### src/rtl/key_debounce.sv
// key_debounce: per-key synchroniser, polarity normalisation and stability-counter debounce FSM
module key_debounce #(
  parameter int N_KEYS        = 2,
  parameter int STABLE_CYCLES = 500000,
  parameter int CNT_W         = 19,
  parameter int ACTIVE_LOW_IN = 1
) (
  input  logic              clk,
  input  logic              reset_n,
  input  logic [N_KEYS-1:0] key_raw,
  output logic [N_KEYS-1:0] key_out,
  output logic [N_KEYS-1:0] press_pulse,
  output logic [N_KEYS-1:0] release_pulse
);
  localparam logic [N_KEYS-1:0] IDLE = (ACTIVE_LOW_IN != 0) ? {N_KEYS{1'b1}} : {N_KEYS{1'b0}};
  localparam logic [CNT_W-1:0] LAST = CNT_W'(STABLE_CYCLES - 1);
  typedef enum logic [1:0] {UP, ARM_DN, DOWN, ARM_UP} state_t;
  logic [N_KEYS-1:0] sync1, sync2, s;
  always_ff @(posedge clk or negedge reset_n)
    if (!reset_n) begin
      sync1 <= IDLE;
      sync2 <= IDLE;
    end else begin
      sync1 <= key_raw;
      sync2 <= sync1;
    end
  // XOR with the released level makes s active-high "pressed" for either polarity
  assign s = sync2 ^ IDLE;
  for (genvar i = 0; i < N_KEYS; i++) begin : g_key
    state_t state, state_nx;
    logic [CNT_W-1:0] cnt, cnt_nx;
    logic press_nx, release_nx;
    always_ff @(posedge clk or negedge reset_n)
      if (!reset_n) begin
        state            <= UP;
        cnt              <= '0;
        press_pulse[i]   <= 1'b0;
        release_pulse[i] <= 1'b0;
      end else begin
        state            <= state_nx;
        cnt              <= cnt_nx;
        press_pulse[i]   <= press_nx;
        release_pulse[i] <= release_nx;
      end
    always_comb begin
      state_nx   = state;
      cnt_nx     = cnt;
      press_nx   = 1'b0;
      release_nx = 1'b0;
      case (state)
        UP: if (s[i]) begin
          state_nx = ARM_DN;
          cnt_nx   = CNT_W'(1);
        end
        ARM_DN: if (!s[i]) begin
          state_nx = UP;
          cnt_nx   = '0;
        end else if (cnt == LAST) begin
          state_nx = DOWN;
          cnt_nx   = '0;
          press_nx = 1'b1;
        end else cnt_nx = cnt + 1'b1;
        DOWN: if (!s[i]) begin
          state_nx = ARM_UP;
          cnt_nx   = CNT_W'(1);
        end
        ARM_UP: if (s[i]) begin
          state_nx = DOWN;
          cnt_nx   = '0;
        end else if (cnt == LAST) begin
          state_nx   = UP;
          cnt_nx     = '0;
          release_nx = 1'b1;
        end else cnt_nx = cnt + 1'b1;
      endcase
    end
    assign key_out[i] = (state == DOWN) || (state == ARM_UP);
  end
endmodule

### config.mk
export PLATFORM = sky130hd
export DESIGN_NAME = key_debounce
export DESIGN_NICKNAME = d
export VERILOG_FILES = /design/src/rtl/key_debounce.sv
export SDC_FILE = /design/constraint.sdc
export NUM_CORES = 1
export LEC_CHECK = 0
export ABC_AREA = 1
export CAP_MARGIN = 20
export CORE_ASPECT_RATIO = 0.7
export CORE_UTILIZATION = 41
export DETAILED_ROUTE_END_ITERATION = 10
export GPL_TIMING_DRIVEN = 0
export PLACE_DENSITY = 0.53
export REMOVE_ABC_BUFFERS = 1
export SYNTH_ARGS = -nofsm -noshare
export SYNTH_HDL_FRONTEND = slang
export SYNTH_SLANG_ARGS = --single-unit
### constraint.sdc
create_clock -name clk -period 2 [get_ports clk]
set_input_delay 0.6 -clock clk [delete_from_list [all_inputs] [get_ports clk]]
set_output_delay 0.6 -clock clk [all_outputs]
set_load 0.005 [all_outputs]
==> results of run 1 <==
-- cell usage in the layout (no fill, tap or decap), types with 2 or more instances in the layout --
master and count:
nand4_1 5, clkbuf_8 5, or2_4 2, xor2_1 7, o21ai_0 11, o21bai_1 4
ha_1 2, nand3_2 3, nand2_4 2, a21oi_4 2, dfstp_2 4, inv_2 3
o22ai_1 9, dfrtp_1 46, nor2_1 51, nand3b_1 3, nand2_1 129, nor2_2 3
inv_1 46, nand2_2 2, nor2_4 3, or2_2 2, xnor2_1 3, clkdlybuf4s50_1 8
nand3_1 40, a21oi_1 5, nor3_1 7
-- area by class of cell --
cell class                      instances  area [sq um]
Tap cell                               94           118
Inverter                               49           184
Clock buffer                            6          72.6
Fill cell                             687          3580
Clock inverter                          2          37.5
Multi-Input combinational cell        297          1440
Timing Repair Buffer                   10           105
Sequential cell                        50          1260
-- per-layer routing --
| metal | vias up | GRT usage [%] | wire length [um] |
|---|---|---|---|
| li1 | 1296 | - | - |
| met1 | 1102 | 32.9 | 3950 |
| met2 | 31 | 24.3 | 2360 |
| met3 | 2 | 3.18 | 173 |
| met4 | 0 | 3.81 | 25 |
| met5 | - | 0 | 0 |
-- state kept, by name, indices dropped and copies added, names as in the netlist, named ones only --
register / count
g_key.cnt: 38
sync2: 2
g_key.state: 2
sync1: 2
press_pulse: 2
release_pulse: 2
-- cell families after synthesis --
logic type	count (synthesis)	synth area share (%)
xor+xnor	10	3.02
flops	50	43.4
buf+inv	54	7.12
compound gates	32	7.04
fa+ha+maj	2	0.863
simple gates	253	38.6
-- path summary, 6_finish.rpt --
check	to	slack, ps	cells after the start
min in group clk	sync2[1]	360	0
max in group asynchronous	sync1[0]	1100	2
setup / recovery	key_out[1]	170	1
hold / removal	async pin	280	1
hold reg to reg	sync2[1]	360	0
setup reg to reg	g_key[1].cnt[0]	240	6
-- metrics by stage --
stage / utilization (%) / power [mW] / hold slack, ps / instance area (sq um) / instances
after floorplan: - / 1.64 / 304 / 2880 / 396
after global placement: 45.4 / 1.88 / 347 / 3080 / 499
after detailed placement: 45.6 / 1.88 / 347 / 3100 / 500
after CTS: 47.3 / 2.63 / 296 / 3210 / 508
after global routing: 47.3 / 2.75 / 329 / 3210 / 508
final: 47.3 / 2.57 / 280 / 3210 / 508
-- report_power, final --
part	internal, mW	switching, mW	total (mW)
logic	0.209	0.471	0.681
clock network	0.374	0.352	0.726
registers	1.09	0.0740	1.17
==> results.py, run 1 <==
metrics = {
    "logic_synthesis": {
        "synthMostInstantiatedCell": "nand2_1",
        "synth_ff_type": "dfrtp_1",
        "async_flop_share_pct": 100,
        "synth_top_area_share_pct": 39.7,
        "synth_edf_count": 0,
        "synth_area_per_cell_sq_um": 7.23,
        "yosysWarnings": 0,
        "synth_cell_types": 29,
        "synth.area.top_cells": "dfrtp_1, nand2_1, nand3_1",
        "yosysSeqAreaShare_pct": 43.4,
        "ys_ff_latch": 50,
        "yosys.area.top_type": "dfrtp_1",
        "synth_common_cells": "nand2_1, nor2_1, dfrtp_1, inv_1, nand3_1",
        "syn-instance-count": 401,
        "synth_area_sq_um": 2900,
    },
    "flow_run": {
        "cap_violations": 0,
    },
    "route": {
        "antenna_left": 0,
        "drt_iter0_drc": 122,
        "wirelength_um": 6510,
        "drc_errors": 0,
        "vias_per_cell": 4.79,
        "routedWlPerCell_um": 12.8,
        "dr.pass1.iters": 4,
        "num_vias": 2431,
    },
    "finish": {
        "num-nets-final": 419,
        "n_antenna_cell": 0,
        "area_growth_syn_to_layout_pct": 10.7,
        "layout-drive-gt1-share_pct": 8.45,
    },
    "global_routing": {
        "grt_pass1_vias": 2192,
        "grt.total_usage_pct": 19.3,
        "grt_pass1_wl_um": 11000,
        "grt-ovfl-total": 0,
        "grt_max_degree": 28,
        "antenna_found_initial": 0,
    },
    "floorplanning": {
        "io_pins": 10,
        "coreArea_sq_um": 6790,
        "num_rows": 25,
        "start_util_pct": 42.7,
        "fp.dieW_um": 102,
        "dieArea_sq_um": 7410,
        "fp.dieH_um": 72.3,
    },
    "worst_setup_path": {
        "end_kind": "output pin",
        "crit_fanout": 4,
        "r2r-start": "sync2[1]",
        "path_buf_inv": 1,
        "crit_path_top_delay_cell": "clkdlybuf4s50_1",
        "crit_family": "buffers and inverters",
        "slowest_delay_ps": 520,
        "path_cells": "clkdlybuf4s50_1",
        "path_class": "register to output pin",
        "worst-endpoint-required_ps": 1400,
        "worstSetupStartpointType": "register",
        "crit_arrival_ps": 1230,
    },
    "clock_tree": {
        "cts.root.buffer_cell": "clkbuf_8",
        "postCtsHoldBufs": 0,
        "cts_max_path_buffers": 2,
        "htree_levels": 2,
        "cts_tree": "done",
        "cts_setup_buffers": 0,
        "clock_latency_ps": 300,
        "path_clk_slew_ps": 100,
        "cts_resized": 0,
        "numCtsBuffers": 5,
        "clkSinkCount": 50,
    },
    "sta": {
        "timing.final.ws_setup_ps": 167,
        "slew_violations": 0,
        "max_freq_mhz": 545,
        "worst_pin_slew_ps": 570,
        "setup-violations-final": 0,
        "finalSetupTns_ps": 0,
        "finalHoldViolCount": 0,
        "fin_skew_ps": 13.4,
        "min_period_ps": 1830,
        "rsz0062_at_grt": "false",
        "max_slew_margin_pct": 62.0,
        "min_period_over_period_pct": 91.7,
    },
    "placed_design": {
        "dp_hpwl_um": 4840,
        "gp_congestion": 0.847,
        "post-place-ws_ps": 217,
        "port_buffers": 9,
    },
    "run_status": {
        "status": "finished, final reports clean",
    },
    "pwr": {
        "p_leak_nw": 1.45,
        "irDropWorstVdd_uv": 387,
        "power.density_nw_per_um2": 803,
    },
    "min_path": {
        "hp-class": "input port to async pin",
    },
}
Note: power is estimated with default switching activity, not from simulation.
==> inputs of run 2 (changes only) <==
--- a/config.mk
+++ b/config.mk
@@ -9,8 +9,10 @@
 export CAP_MARGIN = 20
 export CORE_ASPECT_RATIO = 0.7
 export CORE_UTILIZATION = 41
+export CTS_BUF_LIST = sky130_fd_sc_hd__clkbuf_8 sky130_fd_sc_hd__clkbuf_16
 export DETAILED_ROUTE_END_ITERATION = 10
 export GPL_TIMING_DRIVEN = 0
+export MAX_ROUTING_LAYER = met4
 export PLACE_DENSITY = 0.53
 export REMOVE_ABC_BUFFERS = 1
 export SYNTH_ARGS = -nofsm -noshare
==> run 2 against run 1 <==
Design area unchanged. Sequential power about the same. Clock power decreased by 0.8%. Critical endpoint unchanged. Global-route usage increased by 0.59 points. Setup slack improved by 1.1 ps. Combinational power about the same. Clock skew decreased by 1.1 ps. Critical path type unchanged. First-iteration DRC count increased by 0.82%. Via count about the same. Critical path depth unchanged.
==> results.py, run 2 (synthesized netlist as in run 1, its figures left out) <==
metrics = {
    "clock_tree": {
        "cts_max_path_buffers": 2,
        "htree_levels": 2,
        "postCtsHoldBufs": 0,
        "numCtsBuffers": 5,
        "cts.root.buffer_cell": "clkbuf_8",
        "cts_tree": "done",
        "cts_setup_buffers": 0,
        "path_clk_slew_ps": 100,
        "clock_latency_ps": 300,
        "clkSinkCount": 50,
        "cts_resized": 0,
    },
    "floorplanning": {
        "start_util_pct": 42.7,
        "dieArea_sq_um": 7410,
        "fp.dieW_um": 102,
        "num_rows": 25,
        "io_pins": 10,
        "coreArea_sq_um": 6790,
        "fp.dieH_um": 72.3,
    },
    "sta": {
        "worst_pin_slew_ps": 569,
        "finalSetupTns_ps": 0,
        "min_period_ps": 1830,
        "timing.final.ws_setup_ps": 168,
        "min_period_over_period_pct": 91.6,
        "max_freq_mhz": 546,
        "fin_skew_ps": 12.3,
        "setup-violations-final": 0,
        "rsz0062_at_grt": "false",
        "finalHoldViolCount": 0,
        "slew_violations": 0,
        "timing.hold.ws_ps": 280,
        "max_slew_margin_pct": 62.1,
    },
    "placed_design": {
        "dpl.cell_count": 500,
        "post-place-ws_ps": 217,
        "gp_congestion": 0.860,
        "port_buffers": 9,
        "dp_hpwl_um": 4840,
    },
    "finish": {
        "area_growth_syn_to_layout_pct": 10.7,
        "regMostFlops": "g_key.cnt",
        "n_antenna_cell": 0,
        "layout-drive-gt1-share_pct": 8.45,
        "num-nets-final": 419,
        "largest_reg_flops": 38,
        "layout_common_cells": "nand2_1, nor2_1, inv_1",
        "fin_cells": 508,
        "fin_util_pct": 47.3,
        "final_common_cell": "nand2_1",
    },
    "global_routing": {
        "grt_pass1_vias": 2191,
        "antenna_found_initial": 0,
        "grt_pass1_wl_um": 11000,
        "grt-ovfl-total": 0,
        "grt_max_degree": 28,
        "grt.total_usage_pct": 19.9,
    },
    "min_path": {
        "hp-class": "input port to async pin",
    },
    "route": {
        "wirelength_um": 6510,
        "routedWlPerCell_um": 12.8,
        "vias_per_cell": 4.79,
        "antenna_left": 0,
        "drt_iter0_drc": 123,
        "num_vias": 2432,
        "dr.pass1.iters": 6,
        "drc_errors": 0,
    },
    "worst_setup_path": {
        "worstSetupStartpointType": "register",
        "crit_arrival_ps": 1230,
        "path_cells": "clkdlybuf4s50_1",
        "crit_path_top_delay_cell": "clkdlybuf4s50_1",
        "end_kind": "output pin",
        "crit_fanout": 4,
        "path_class": "register to output pin",
        "path_buf_inv": 1,
        "worst-endpoint-required_ps": 1400,
        "reg2reg_to": "g_key[1].cnt[0]",
        "crit_family": "buffers and inverters",
        "r2r-start": "sync2[1]",
        "cp.depth": 1,
        "rrSetupSlack_ps": 240,
        "slowest_delay_ps": 520,
        "cp-endpoint": "key_out[1]",
        "worstRegToRegCells": 6,
    },
    "run_status": {
        "status": "finished, final reports clean",
    },
    "flow_run": {
        "cap_violations": 0,
    },
    "pwr": {
        "power.density_nw_per_um2": 800,
        "irDropWorstVdd_uv": 387,
        "p_leak_nw": 1.45,
    },
}
==> run 2: changes by cell type in the layout (fill, tap and decap cells not counted) <==
| cell | change |
|---|---|
| inv_1 | +1 |
| clkbuf_1 | -1 |
==> run 2: how the worst min path moves through the flow <==
stage,startpoint,to,cells past startpoint
2_1_floorplan,reset_n,async pin,0
3_3_place_gp,sync1[0],sync2[0],0
3_5_place_dp,sync1[1],sync2[1],0
4_1_cts,reset_n,async pin,1
5_1_grt,reset_n,async pin,1
6_report,reset_n,async pin,1
==> run 2: routing by layer <==
metal / track usage (%) / wire length (um)
met2: 24.3 / 2380
met3: 3.18 / 222
met4: 3.81 / 25
met5: - / 0
met1: 32.9 / 3880
==> run 2: power breakdown <==
group	switching [mW]	total (mW)	internal (mW)
sequential	0.0740	1.17	1.09
clock	0.351	0.720	0.369
combinational	0.470	0.679	0.209
total	0.895	2.57	1.67
==> run 2: final cells by class <==
| class | count | area, sq um |
|---|---|---|
| inverter | 49 | 184 |
| clock inverter | 3 | 41.3 |
| timing repair buffer | 10 | 105 |
| clock buffer | 5 | 68.8 |
| tap | 94 | 118 |
| sequential | 50 | 1260 |
| fill | 687 | 3580 |
| multi-input combinational | 297 | 1440 |
==> run 2: per-stage QoR <==
step	instance area [sq um]	power, mW
floorplan	2880	1.64
global placement	3080	1.88
detailed placement	3100	1.88
CTS	3210	2.62
global route	3210	2.75
finish	3210	2.57
